File: src/rtl/branch_redirect_pkg.sv
// branch_redirect_pkg
//  Shared types and helpers for the branch redirect block: tag and tag-mask
//  types, FSM state encoding, PC increment and small combinational helpers.
//  Optional feature macro used elsewhere in this slice: BRANCH_STATS_EN.
package branch_redirect_pkg;

    localparam int BR_TAG_NUM = 4;
    localparam int BR_TAG_W   = 2;
    localparam logic [31:0] PC_STEP = 32'd4;

    typedef logic [BR_TAG_W-1:0]   btag_t;
    typedef logic [BR_TAG_NUM-1:0] bmask_t;

    typedef enum logic [0:0] {
        BR_RUN   = 1'b0,
        BR_FLUSH = 1'b1
    } br_state_e;

    // One-hot mask for a single tag.
    function automatic bmask_t tag_onehot(input btag_t t);
        bmask_t m;
        m    = '0;
        m[t] = 1'b1;
        return m;
    endfunction

    // Lowest-index clear bit of the busy vector; 0 when nothing is free
    // (callers qualify with a free-available flag).
    function automatic btag_t lowest_free(input bmask_t busy);
        btag_t t;
        t = '0;
        for (int i = BR_TAG_NUM - 1; i >= 0; i--) begin
            t = busy[i] ? t : btag_t'(i);
        end
        return t;
    endfunction

    // Saturating 32-bit increment.
    function automatic logic [31:0] sat_inc(input logic [31:0] v);
        return (v == 32'hFFFF_FFFF) ? v : (v + 32'd1);
    endfunction

endpackage

File: src/rtl/branch_redirect_if.sv
// branch_redirect_if
//  Bundles the fetch, tag-allocation, branch-result and kill signals of the
//  branch redirect block.
//  slave  : the redirect block (drives pcOut/pcValid, alloc*, kill*, busyMask)
//  master : the surrounding pipeline (drives fetchStall, allocReq, branch result)
//  With BRANCH_STATS_EN defined, statResolved/statMispred are added.
interface branch_redirect_if;
    import branch_redirect_pkg::*;

    logic [31:0] pcOut;
    logic        pcValid;
    logic        fetchStall;
    logic        allocReq;
    logic        allocGrant;
    btag_t       allocTag;
    bmask_t      allocDepMask;
    logic        BranchResultEn;
    logic [31:0] BranchAddr;
    btag_t       bFreeNum;
    logic        misTaken;
    logic        killEn;
    bmask_t      killMask;
    bmask_t      busyMask;
`ifdef BRANCH_STATS_EN
    logic [31:0] statResolved;
    logic [31:0] statMispred;
`endif

    modport slave (
        input  fetchStall, allocReq, BranchResultEn, BranchAddr, bFreeNum, misTaken,
        output pcOut, pcValid, allocGrant, allocTag, allocDepMask, killEn, killMask, busyMask
`ifdef BRANCH_STATS_EN
        , output statResolved, statMispred
`endif
    );

    modport master (
        output fetchStall, allocReq, BranchResultEn, BranchAddr, bFreeNum, misTaken,
        input  pcOut, pcValid, allocGrant, allocTag, allocDepMask, killEn, killMask, busyMask
`ifdef BRANCH_STATS_EN
        , input statResolved, statMispred
`endif
    );

endinterface

File: src/rtl/branch_redirect_tag_pool.sv
// branch_redirect_tag_pool
//  Branch tag pool: busy vector, per-tag dependency masks (tags each branch is
//  younger than), lowest-free tag pick and kill-set computation.
//  Ports:
//   clk, rst      clock, async active-low reset
//   alloc_en      qualified grant from the top level; allocates alloc_tag
//   res_en/res_tag/res_taken  branch resolution from the branch unit
//   busy          registered busy vector
//   free_avail    at least one tag is free
//   alloc_tag     lowest free tag; alloc_dep its dependency mask
//   res_valid     resolution refers to a live tag
//   kill_set      resolved tag plus every live tag younger than it
module branch_redirect_tag_pool
    import branch_redirect_pkg::*;
#(
    parameter int TAG_NUM = BR_TAG_NUM
) (
    input  logic   clk,
    input  logic   rst,
    input  logic   alloc_en,
    input  logic   res_en,
    input  btag_t  res_tag,
    input  logic   res_taken,
    output bmask_t busy,
    output logic   free_avail,
    output btag_t  alloc_tag,
    output bmask_t alloc_dep,
    output logic   res_valid,
    output bmask_t kill_set
);

    bmask_t busy_r;
    bmask_t dep_r      [TAG_NUM];
    bmask_t dep_nxt_s  [TAG_NUM];
    bmask_t busy_nxt_s;
    bmask_t res_onehot_s;
    bmask_t freeing_s;
    bmask_t clear_s;
    bmask_t alloc_set_s;
    bmask_t kill_set_s;
    logic   res_valid_s;

    // A resolution for a tag that is no longer busy (already killed) is dropped.
    assign res_valid_s  = res_en & busy_r[res_tag];
    assign res_onehot_s = tag_onehot(res_tag);
    assign freeing_s    = res_valid_s ? res_onehot_s : '0;
    assign alloc_set_s  = alloc_en ? tag_onehot(alloc_tag) : '0;

    // Kill set: the resolved tag plus every live tag that depends on it.
    always_comb begin
        kill_set_s = res_onehot_s;
        for (int i = 0; i < TAG_NUM; i++) begin
            kill_set_s[i] = kill_set_s[i] | (busy_r[i] & dep_r[i][res_tag]);
        end
    end

    // Tags to release this cycle: one tag on a correct prediction, the kill set on a mispredict.
    always_comb begin
        if (res_valid_s && res_taken) begin
            clear_s = kill_set_s;
        end else begin
            clear_s = freeing_s;
        end
    end

    // Next busy vector and dependency masks; a new grant writes its own mask fresh.
    always_comb begin
        busy_nxt_s = (busy_r & ~clear_s) | alloc_set_s;
        for (int i = 0; i < TAG_NUM; i++) begin
            dep_nxt_s[i] = alloc_set_s[i] ? alloc_dep : (dep_r[i] & ~clear_s);
        end
    end

    // Busy vector and dependency mask registers.
    always_ff @(posedge clk or negedge rst) begin
        if (!rst) begin
            busy_r <= '0;
            for (int i = 0; i < TAG_NUM; i++) begin
                dep_r[i] <= '0;
            end
        end else begin
            busy_r <= busy_nxt_s;
            for (int i = 0; i < TAG_NUM; i++) begin
                dep_r[i] <= dep_nxt_s[i];
            end
        end
    end

    // The picked tag comes from the registered vector, so a tag freed this cycle waits one cycle.
    assign alloc_tag  = lowest_free(busy_r);
    assign alloc_dep  = busy_r & ~freeing_s;
    assign free_avail = |(~busy_r);
    assign busy       = busy_r;
    assign res_valid  = res_valid_s;
    assign kill_set   = kill_set_s;

endmodule

File: src/rtl/branch_redirect.sv
// branch_redirect
//  Consumer end of the branch-unit result bus. Owns the fetch PC and the
//  branch-tag pool. Fetch predicts not-taken, so a taken resolution of a live
//  tag is a mispredict: the PC is redirected and a registered one-cycle kill
//  mask is issued for the branch and all younger tagged work.
//  Ports:
//   clk   clock, rising edge
//   rst   asynchronous active-low reset
//   bus   branch_redirect_if.slave: fetch PC, tag allocation, branch result, kill
//  Parameters: RESET_PC (PC after reset), TAG_NUM (fixed at 4).
//  Optional: BRANCH_STATS_EN adds saturating resolution/mispredict counters.
module branch_redirect
    import branch_redirect_pkg::*;
#(
    parameter logic [31:0] RESET_PC = 32'h0,
    parameter int          TAG_NUM  = BR_TAG_NUM
) (
    input  logic              clk,
    input  logic              rst,
    branch_redirect_if.slave  bus
);

    br_state_e   state_r;
    logic [31:0] pc_r;
    logic        pc_valid_r;
    logic        kill_en_r;
    bmask_t      kill_mask_r;

    bmask_t      busy_s;
    logic        free_avail_s;
    btag_t       alloc_tag_s;
    bmask_t      alloc_dep_s;
    logic        res_valid_s;
    bmask_t      kill_set_s;
    logic        mispredict_s;
    logic        grant_s;

    assign mispredict_s = res_valid_s & bus.misTaken;

    // No grants during a flush or in the same cycle as a mispredict; decode retries.
    assign grant_s = bus.allocReq & (state_r == BR_RUN) & free_avail_s & ~mispredict_s;

    branch_redirect_tag_pool #(
        .TAG_NUM (TAG_NUM)
    ) u_tag_pool (
        .clk        (clk),
        .rst        (rst),
        .alloc_en   (grant_s),
        .res_en     (bus.BranchResultEn),
        .res_tag    (bus.bFreeNum),
        .res_taken  (bus.misTaken),
        .busy       (busy_s),
        .free_avail (free_avail_s),
        .alloc_tag  (alloc_tag_s),
        .alloc_dep  (alloc_dep_s),
        .res_valid  (res_valid_s),
        .kill_set   (kill_set_s)
    );

    // Redirect FSM with PC, fetch-valid and kill registers.
    always_ff @(posedge clk or negedge rst) begin
        if (!rst) begin
            state_r     <= BR_RUN;
            pc_r        <= RESET_PC;
            pc_valid_r  <= 1'b1;
            kill_en_r   <= 1'b0;
            kill_mask_r <= '0;
        end else begin
            case (state_r)
                BR_RUN: begin
                    if (mispredict_s) begin
                        state_r <= BR_FLUSH;
                        pc_r    <= bus.BranchAddr;
                    end else if (pc_valid_r && !bus.fetchStall) begin
                        state_r <= BR_RUN;
                        pc_r    <= pc_r + PC_STEP;
                    end else begin
                        state_r <= BR_RUN;
                        pc_r    <= pc_r;
                    end
                end
                BR_FLUSH: begin
                    // An older tag may still mispredict while flushing: flush again.
                    if (mispredict_s) begin
                        state_r <= BR_FLUSH;
                        pc_r    <= bus.BranchAddr;
                    end else begin
                        state_r <= BR_RUN;
                        pc_r    <= pc_r;
                    end
                end
                default: begin
                    state_r <= BR_RUN;
                    pc_r    <= pc_r;
                end
            endcase
            pc_valid_r  <= ~mispredict_s;
            kill_en_r   <= mispredict_s;
            kill_mask_r <= mispredict_s ? kill_set_s : '0;
        end
    end

    assign bus.pcOut        = pc_r;
    assign bus.pcValid      = pc_valid_r;
    assign bus.allocGrant   = grant_s;
    assign bus.allocTag     = alloc_tag_s;
    assign bus.allocDepMask = alloc_dep_s;
    assign bus.killEn       = kill_en_r;
    assign bus.killMask     = kill_mask_r;
    assign bus.busyMask     = busy_s;

`ifdef BRANCH_STATS_EN
    logic [31:0] stat_resolved_r;
    logic [31:0] stat_mispred_r;

    // Saturating counters of live resolutions and mispredicts.
    always_ff @(posedge clk or negedge rst) begin
        if (!rst) begin
            stat_resolved_r <= 32'd0;
            stat_mispred_r  <= 32'd0;
        end else begin
            stat_resolved_r <= res_valid_s  ? sat_inc(stat_resolved_r) : stat_resolved_r;
            stat_mispred_r  <= mispredict_s ? sat_inc(stat_mispred_r)  : stat_mispred_r;
        end
    end

    assign bus.statResolved = stat_resolved_r;
    assign bus.statMispred  = stat_mispred_r;
`endif

endmodule

File: src/flat_wrapper.sv
// flat-port wrapper written by rule: the top's interface ports become plain ports
module branch_redirect_flat import branch_redirect_pkg::*;
#(
    parameter logic [31:0] RESET_PC = 32'h0,
    parameter int          TAG_NUM  = BR_TAG_NUM
)
  (clk, rst, bus_fetchStall, bus_allocReq, bus_BranchResultEn, bus_BranchAddr, bus_bFreeNum, bus_misTaken, bus_pcOut, bus_pcValid, bus_allocGrant, bus_allocTag, bus_allocDepMask, bus_killEn, bus_killMask, bus_busyMask);
  branch_redirect_if bus_i ();
  input  logic clk;
  input  logic rst;
  input wire logic [$bits(bus_i.fetchStall)-1:0] bus_fetchStall;
  input wire logic [$bits(bus_i.allocReq)-1:0] bus_allocReq;
  input wire logic [$bits(bus_i.BranchResultEn)-1:0] bus_BranchResultEn;
  input wire logic [$bits(bus_i.BranchAddr)-1:0] bus_BranchAddr;
  input wire logic [$bits(bus_i.bFreeNum)-1:0] bus_bFreeNum;
  input wire logic [$bits(bus_i.misTaken)-1:0] bus_misTaken;
  output wire logic [$bits(bus_i.pcOut)-1:0] bus_pcOut;
  output wire logic [$bits(bus_i.pcValid)-1:0] bus_pcValid;
  output wire logic [$bits(bus_i.allocGrant)-1:0] bus_allocGrant;
  output wire logic [$bits(bus_i.allocTag)-1:0] bus_allocTag;
  output wire logic [$bits(bus_i.allocDepMask)-1:0] bus_allocDepMask;
  output wire logic [$bits(bus_i.killEn)-1:0] bus_killEn;
  output wire logic [$bits(bus_i.killMask)-1:0] bus_killMask;
  output wire logic [$bits(bus_i.busyMask)-1:0] bus_busyMask;
  assign bus_i.fetchStall = bus_fetchStall;
  assign bus_i.allocReq = bus_allocReq;
  assign bus_i.BranchResultEn = bus_BranchResultEn;
  assign bus_i.BranchAddr = bus_BranchAddr;
  assign bus_i.bFreeNum = bus_bFreeNum;
  assign bus_i.misTaken = bus_misTaken;
  assign bus_pcOut = bus_i.pcOut;
  assign bus_pcValid = bus_i.pcValid;
  assign bus_allocGrant = bus_i.allocGrant;
  assign bus_allocTag = bus_i.allocTag;
  assign bus_allocDepMask = bus_i.allocDepMask;
  assign bus_killEn = bus_i.killEn;
  assign bus_killMask = bus_i.killMask;
  assign bus_busyMask = bus_i.busyMask;
  branch_redirect #(.RESET_PC(RESET_PC), .TAG_NUM(TAG_NUM)) u_core (.clk(clk), .rst(rst), .bus(bus_i));
endmodule
File: config.mk
export PLATFORM = sky130hd
export DESIGN_NAME = branch_redirect_flat
export DESIGN_NICKNAME = d
export VERILOG_FILES = /design/src/rtl/branch_redirect_pkg.sv /design/src/rtl/branch_redirect_if.sv /design/src/rtl/branch_redirect_tag_pool.sv /design/src/rtl/branch_redirect.sv /design/src/flat_wrapper.sv
export SDC_FILE = /design/constraint.sdc
export NUM_CORES = 1
export LEC_CHECK = 0
export ABC_AREA = 1
export CORE_ASPECT_RATIO = 1.2
export CORE_MARGIN = 2
export CORE_UTILIZATION = 48
export CTS_CLUSTER_DIAMETER = 40
export DETAILED_ROUTE_END_ITERATION = 8
export GPL_ROUTABILITY_DRIVEN = 0
export PLACE_DENSITY = 0.78
export SETUP_SLACK_MARGIN = 0.15
export SLEW_MARGIN = 20
export SYNTH_ARGS = -nofsm -noshare
export SYNTH_HDL_FRONTEND = slang
export SYNTH_SLANG_ARGS = --single-unit
File: constraint.sdc
create_clock -name clk -period 1.8 [get_ports clk]
set_input_delay 0.27 -clock clk [delete_from_list [all_inputs] [get_ports clk]]
set_output_delay 0.27 -clock clk [all_outputs]
set_load 0.05 [all_outputs]
==> results.toml <==
[sta]
setup_ws_ps = -79.0
tightestPinTransition_ps = 554
min_period_ps = 1880
hold_viol_final = 0
relSlewSlack_pct = 63.2
rsz0062_at_grt = "true"
finalCritPeriodShare_pct = 104
setup_viol = 9
fin_tns_setup_ps = -193
slew_violations = 0
fmax_mhz = 532
hold_slack_ps = 395
skew_ps = 4.83

[power_and_ir_drop]
pwr-share-clk_pct = 7.3
seqPwrFrac_pct = 26.8
leakagePower_nw = 2.88
peakVddDrop_mv = 2.14
combinationalPowerShare_pct = 65.9
switching_share_pct = 53.1
power_mw = 9.42
internal-power_mw = 4.42
p_switching_mw = 5.01
powerDensity_mw_per_mm2 = 1680

[setup_path]
cp.arrival_ps = 1610
critPathMaxStageDelay_ps = 440
cp_max_fo = 3
required_ps = 1530
path_buf_inv = 3
cpMostUsedCell = "nand2_1"
slowest_stage = "dfrtp_2"
criticalPathCategory = "register to primary output"
crit_start = "u_core.u_tag_pool.busy[1]"
endpoint_kind = "primary output"
r2r-start = "u_core.u_tag_pool.busy[0]"
start_kind = "register"
cp_cell_sequence = "buf_4, nand2_1, nand2_1, nand2_1, nand2_2, nand3_4, nand2_4, inv_4, buf_12"
path_delay_family = "simple AND/OR/NAND/NOR gates"

[yosys]
postSynthCellCount = 582
syn_nets = 623
syn_area_per_cell_sq_um = 6.38
ys.flop_type = "dfrtp_1"
ys_warn_count = 0
synth-edff-count = 0
synthTopCellsByArea = "dfrtp_1 36%, nand2_1 26%, nand3_1 8.5%"
ys_seq_elements = 54
synth_area_sq_mm = 0.00371
seq_area_frac_synth_pct = 36.4
synth_top_area_share_pct = 35.7
synth_area_leader_cell = "dfrtp_1"
ys_async_sr_fraction_pct = 100
synthTopCellsByCount = "261 x nand2_1, 69 x inv_1, 63 x nand3_1"
yosys.cell_types.count = 33
synth_most_common_cell = "nand2_1"

[cells_and_area]
drive_above_1_share_pct = 28.8
diodes = 0
n_fill_cell = 583
fin_nets = 766
utilization_pct = 74.2
areaGrowthSynthToFinish_pct = 51.2

[detailed_routing]
drt_iter0_markers = 234
via_count = 4273
routed_wl_microns = 12200
wl_per_cell_microns = 14.9
viasPerCell = 5.22
drcViolationCount = 0
antenna_violating_nets_post_route = 0
first_pass_iters = 6

[floorplanning]
rows = 35
dieWidth_microns = 84.3
die_area_sq_mm = 0.00846
start_util_pct = 49.0
ioPinCount = 89
die_h_microns = 100
core_area_sq_mm = 0.00758

[global_route]
grt_pass1_wl_microns = 17700
antenna_found_initial = 0
overflow = 0
top_usage_layer = "met2"
grt_pass1_vias = 3914
grt_usage_pct = 25.9
gr-usage-met2_pct = 50.4
met3_usage_pct = 3.29
grt_max_degree = 31
gr-usage-met1_pct = 28.6

[outcome]
status = "finished with violations"
violations = "setup timing"

[clock_network]
cts-root-buf = "clkbuf_8"
clk_latency_ps = 310
path_clk_slew_ps = 100
clock_path_buffers = 2
numCtsBuffers = 5
cts_tree = "done"
clock-sinks = 54
htreeDepth = 2

[place]
place_hpwl_microns = 8020
io_buffers = 88

[flow_run]
maxCapViolCount = 0

[worst_hold_path]
worstHoldPathType = "input pin to asynchronous set/reset pin"
-- cell type report --
cell class	count	area (sq um)	area share (%)
Tap cell	92	115	2.05
Clock inverter	1	7.51	0.134
Timing Repair Buffer	152	1510	26.8
Inverter	80	345	6.15
Sequential cell	54	1380	24.5
Multi-Input combinational cell	432	2190	39.0
Clock buffer	7	76.3	1.36
-- power by group through the flow --
stage          Sequential, mW  Combinational (mW)  Clock [mW]
6_report                 2.53                6.21       0.689
5_1_grt                  2.58                6.62       0.737
4_1_cts                  2.49                5.50       0.692
3_5_place_dp             2.57                5.08           0
3_3_place_gp             2.55                4.98           0
2_1_floorplan            3.71                2.16           0
-- per-layer routing --
layer,wire [microns],vias to the layer above
met3,703,43
met5,0,-
li1,-,2064
met4,464,0
met2,6600,184
met1,4420,1982
-- what timing repair did --
item,CTS,global route
cloned,1,3
hold buffers,1,0
gates resized for setup,30,63
setup buffers,18,8
pin swaps,12,13
setup endpoints to repair,55,51
endpoints found under the hold margin,13,0
-- logic make-up (layout without fill, tap and decap cells) --
group	after synthesis	count (layout)	synth area share (%)
AND/OR/NAND/NOR	404	404	46.8
buffers and inverters	96	240	11.4
flip-flops	54	54	36.4
AO/OA/AOI/OAI	15	15	2.22
XOR/XNOR	12	12	2.83
adder cells (fa/ha/maj)	1	1	0.337
-- stage by stage --
step | instance area [sq um] | setup slack (ps) | instances
5_1_grt | 5620 | -104 | 818
4_1_cts | 5240 | -48.1 | 807
3_3_place_gp | 4900 | -301 | 779
6_report | 5620 | -79.0 | 818
3_5_place_dp | 4900 | -397 | 779
2_1_floorplan | 3820 | 113 | 582
-- flip-flops by register name, indices dropped and copies added, names as in the netlist --
name                     count
u_core.bus.killMask          4
u_core.bus.killEn            1
u_core.u_tag_pool.busy       4
u_core.bus.pcOut            32
u_core.bus.pcValid           1
u_core.u_tag_pool.dep_r     12
-- layout by cell type, fill, tap and decap left out, types with 5 or more instances in the layout --
cell type | synthesis | layout
xnor2_1 | 5 | 5
nand3_2 | 0 | 8
nand2_1 | 261 | 250
nand2_2 | 6 | 10
nor2_1 | 43 | 32
nand3b_1 | 7 | 7
buf_12 | 0 | 9
xor2_1 | 7 | 7
inv_2 | 8 | 9
nand2_4 | 1 | 5
dfrtp_2 | 0 | 21
nor2_2 | 5 | 5
nand3_1 | 63 | 55
clkdlybuf4s50_1 | 0 | 36
clkbuf_8 | 0 | 5
dfrtp_1 | 53 | 32
nor2_4 | 3 | 14
buf_4 | 2 | 79
inv_1 | 69 | 62
buf_6 | 2 | 13
nand4_1 | 7 | 7
-- worst paths after layout --
kind	endpoint	slack, ps	cells after the start
setup / recovery	bus_allocGrant	-80	9
hold / removal	u_core.bus.pcOut[4]	400	2
setup reg to reg	u_core.bus.pcOut[29]	-20	14
hold reg to reg	u_core.bus.pcOut[1]	500	2
max in group asynchronous	u_core.bus.pcOut[5]	840	3
min in group clk	u_core.bus.pcOut[1]	500	2
Power figures use the tool's default switching activity.
==> RTL change (same settings) <==
Set the package constant `BR_TAG_NUM` to 8 (it was 4).
--- a/src/rtl/branch_redirect_pkg.sv
+++ b/src/rtl/branch_redirect_pkg.sv
@@ -5,5 +5,5 @@
 package branch_redirect_pkg;
 
-    localparam int BR_TAG_NUM = 4;
+    localparam int BR_TAG_NUM = 8;
     localparam int BR_TAG_W   = 2;
     localparam logic [31:0] PC_STEP = 32'd4;
Interface: changed (resized bus_allocDepMask, bus_busyMask and bus_killMask); port bits go from 89 to 101. The function was not compared with the original's and may differ.
==> RTL change against the unedited design <==
Design area is 31% higher; maximum frequency is 3.2% lower; sequential cell count is 24 higher; synthesized area is 24% higher; core utilization is 4.0 points higher; clock skew hardly changed; register-to-register slack worse by 0.05 ns; largest power group unchanged; wire length is 33% higher; total power is 33% higher; worst setup slack worse by 0.062 ns; count of clock-buffer cells in the layout is 2 higher; the flow still finishes with violations (negative setup slack); clock power grew to 2.7 times the old value.
==> RTL change: results <==
[clock_tree]
cts-buffers-inserted = 9
path_clk_slew_ns = 0.07
clock_latency_ns = 0.34
root_buffer = clkbuf_16
htree_levels = 3

[final_layout]
seq_cell_count = 78
areaGrowthSynthToFinish_pct = 59.7
clkCellAreaFrac_pct = 4.15
design_area_sq_um = 7360
num-nonclk-inverters = 113
nMultiInputCombCells = 478
nNonClkBuffers = 192
num-nets-final = 913
seq_area_share_pct = 27.0
nonClkBufAreaFrac_pct = 25.4
nFillCells = 612
stdcell_count = 1000

[global_routing]
grt_pass1_wl_mm = 22.3
gr-usage-all-layers_pct = 26.8
grt_pass1_vias = 4907
grt_max_degree = 35

[timing]
final.setup_skew_ns = 0.00523
setup_violations = 10
tns_ns = -0.732
setup_slack_ns = -0.141

[placement]
portBuffers = 100
dpl-instance-area_sq_um = 6080
place_inst = 938
hpwl_mm = 9.62

[power]
p_leak_uw = 0.00379
intPower_uw = 6250

[detailed_routing]
drt_iter0_drc = 349
avgRoutedWirePerCell_microns = 16.2
viasPerCell = 5.39
dr.pass1.iters = 5

[synth]
synth_cell_type_count = 30
seq_area_frac_synth_pct = 42.4
synth_commonest_cells = nand2_1, inv_1, dfrtp_1, nand3_1, nor2_1
syn_nets = 731
synth_area_leaders = dfrtp_1, nand2_1, inv_1

[critical_path]
arrival_ns = 1.67

[status]
failed_checks = negative setup slack
status = complete, but fails checks
-- RTL change: final timing paths --
kind / slack [ns] / end / start / cells past startpoint
worst max-delay path: -0.14 / bus_allocDepMask[2] / u_core.u_tag_pool.busy[1]$_DFF_PN0_ / 9
worst min-delay path: 0.43 / u_core.bus.pcOut[9]$_DFFE_PN0P_ / rst / 2
worst max register to register: -0.07 / u_core.u_tag_pool.dep_r[48]$_DFF_PN0_ / u_core.u_tag_pool.busy[2]$_DFF_PN0_ / 11
worst min register to register: 0.49 / u_core.bus.pcOut[1]$_DFFE_PN0P_ / u_core.bus.pcOut[1]$_DFFE_PN0P_ / 2
max in group asynchronous: 0.75 / u_core.bus.pcValid$_DFF_PN1_ / rst / 3
min in group clk: 0.48 / u_core.bus.pcOut[1]$_DFFE_PN0P_ / bus_BranchAddr[1] / 3
-- RTL change: power by group through the flow --
stage	logic (uW)	registers, uW	clock network, uW
after global routing	7720	3380	1990
final	7320	3310	1890
after global placement	5720	3200	0
after CTS	6320	3150	1910
after detailed placement	5830	3220	0
after floorplan	2470	4560	0
-- RTL change: metal layers --
| layer | global-route usage (%) | wire length [microns] |
|---|---|---|
| met1 | 30.9 | 5810 |
| met5 | 0 | 0 |
| met2 | 47.6 | 8320 |
| met3 | 5.55 | 1220 |
| met4 | 11.0 | 818 |
-- RTL change: repair_timing --
action                                 in CTS  in global routing
hold buffers                                1                  0
resized for setup                          42                146
pin swaps                                  17                 22
setup endpoints to repair                  81                 63
setup buffers                              23                 16
gates cloned                                0                  6
endpoints found under the hold margin      32                  0
-- RTL change: cells by family after synthesis --
group,synth area share (%)
flops,42.4
fa+ha+maj,0.271
xor+xnor,2.09
buf+inv,12.2
compound gates,4.86
simple gates,38.2
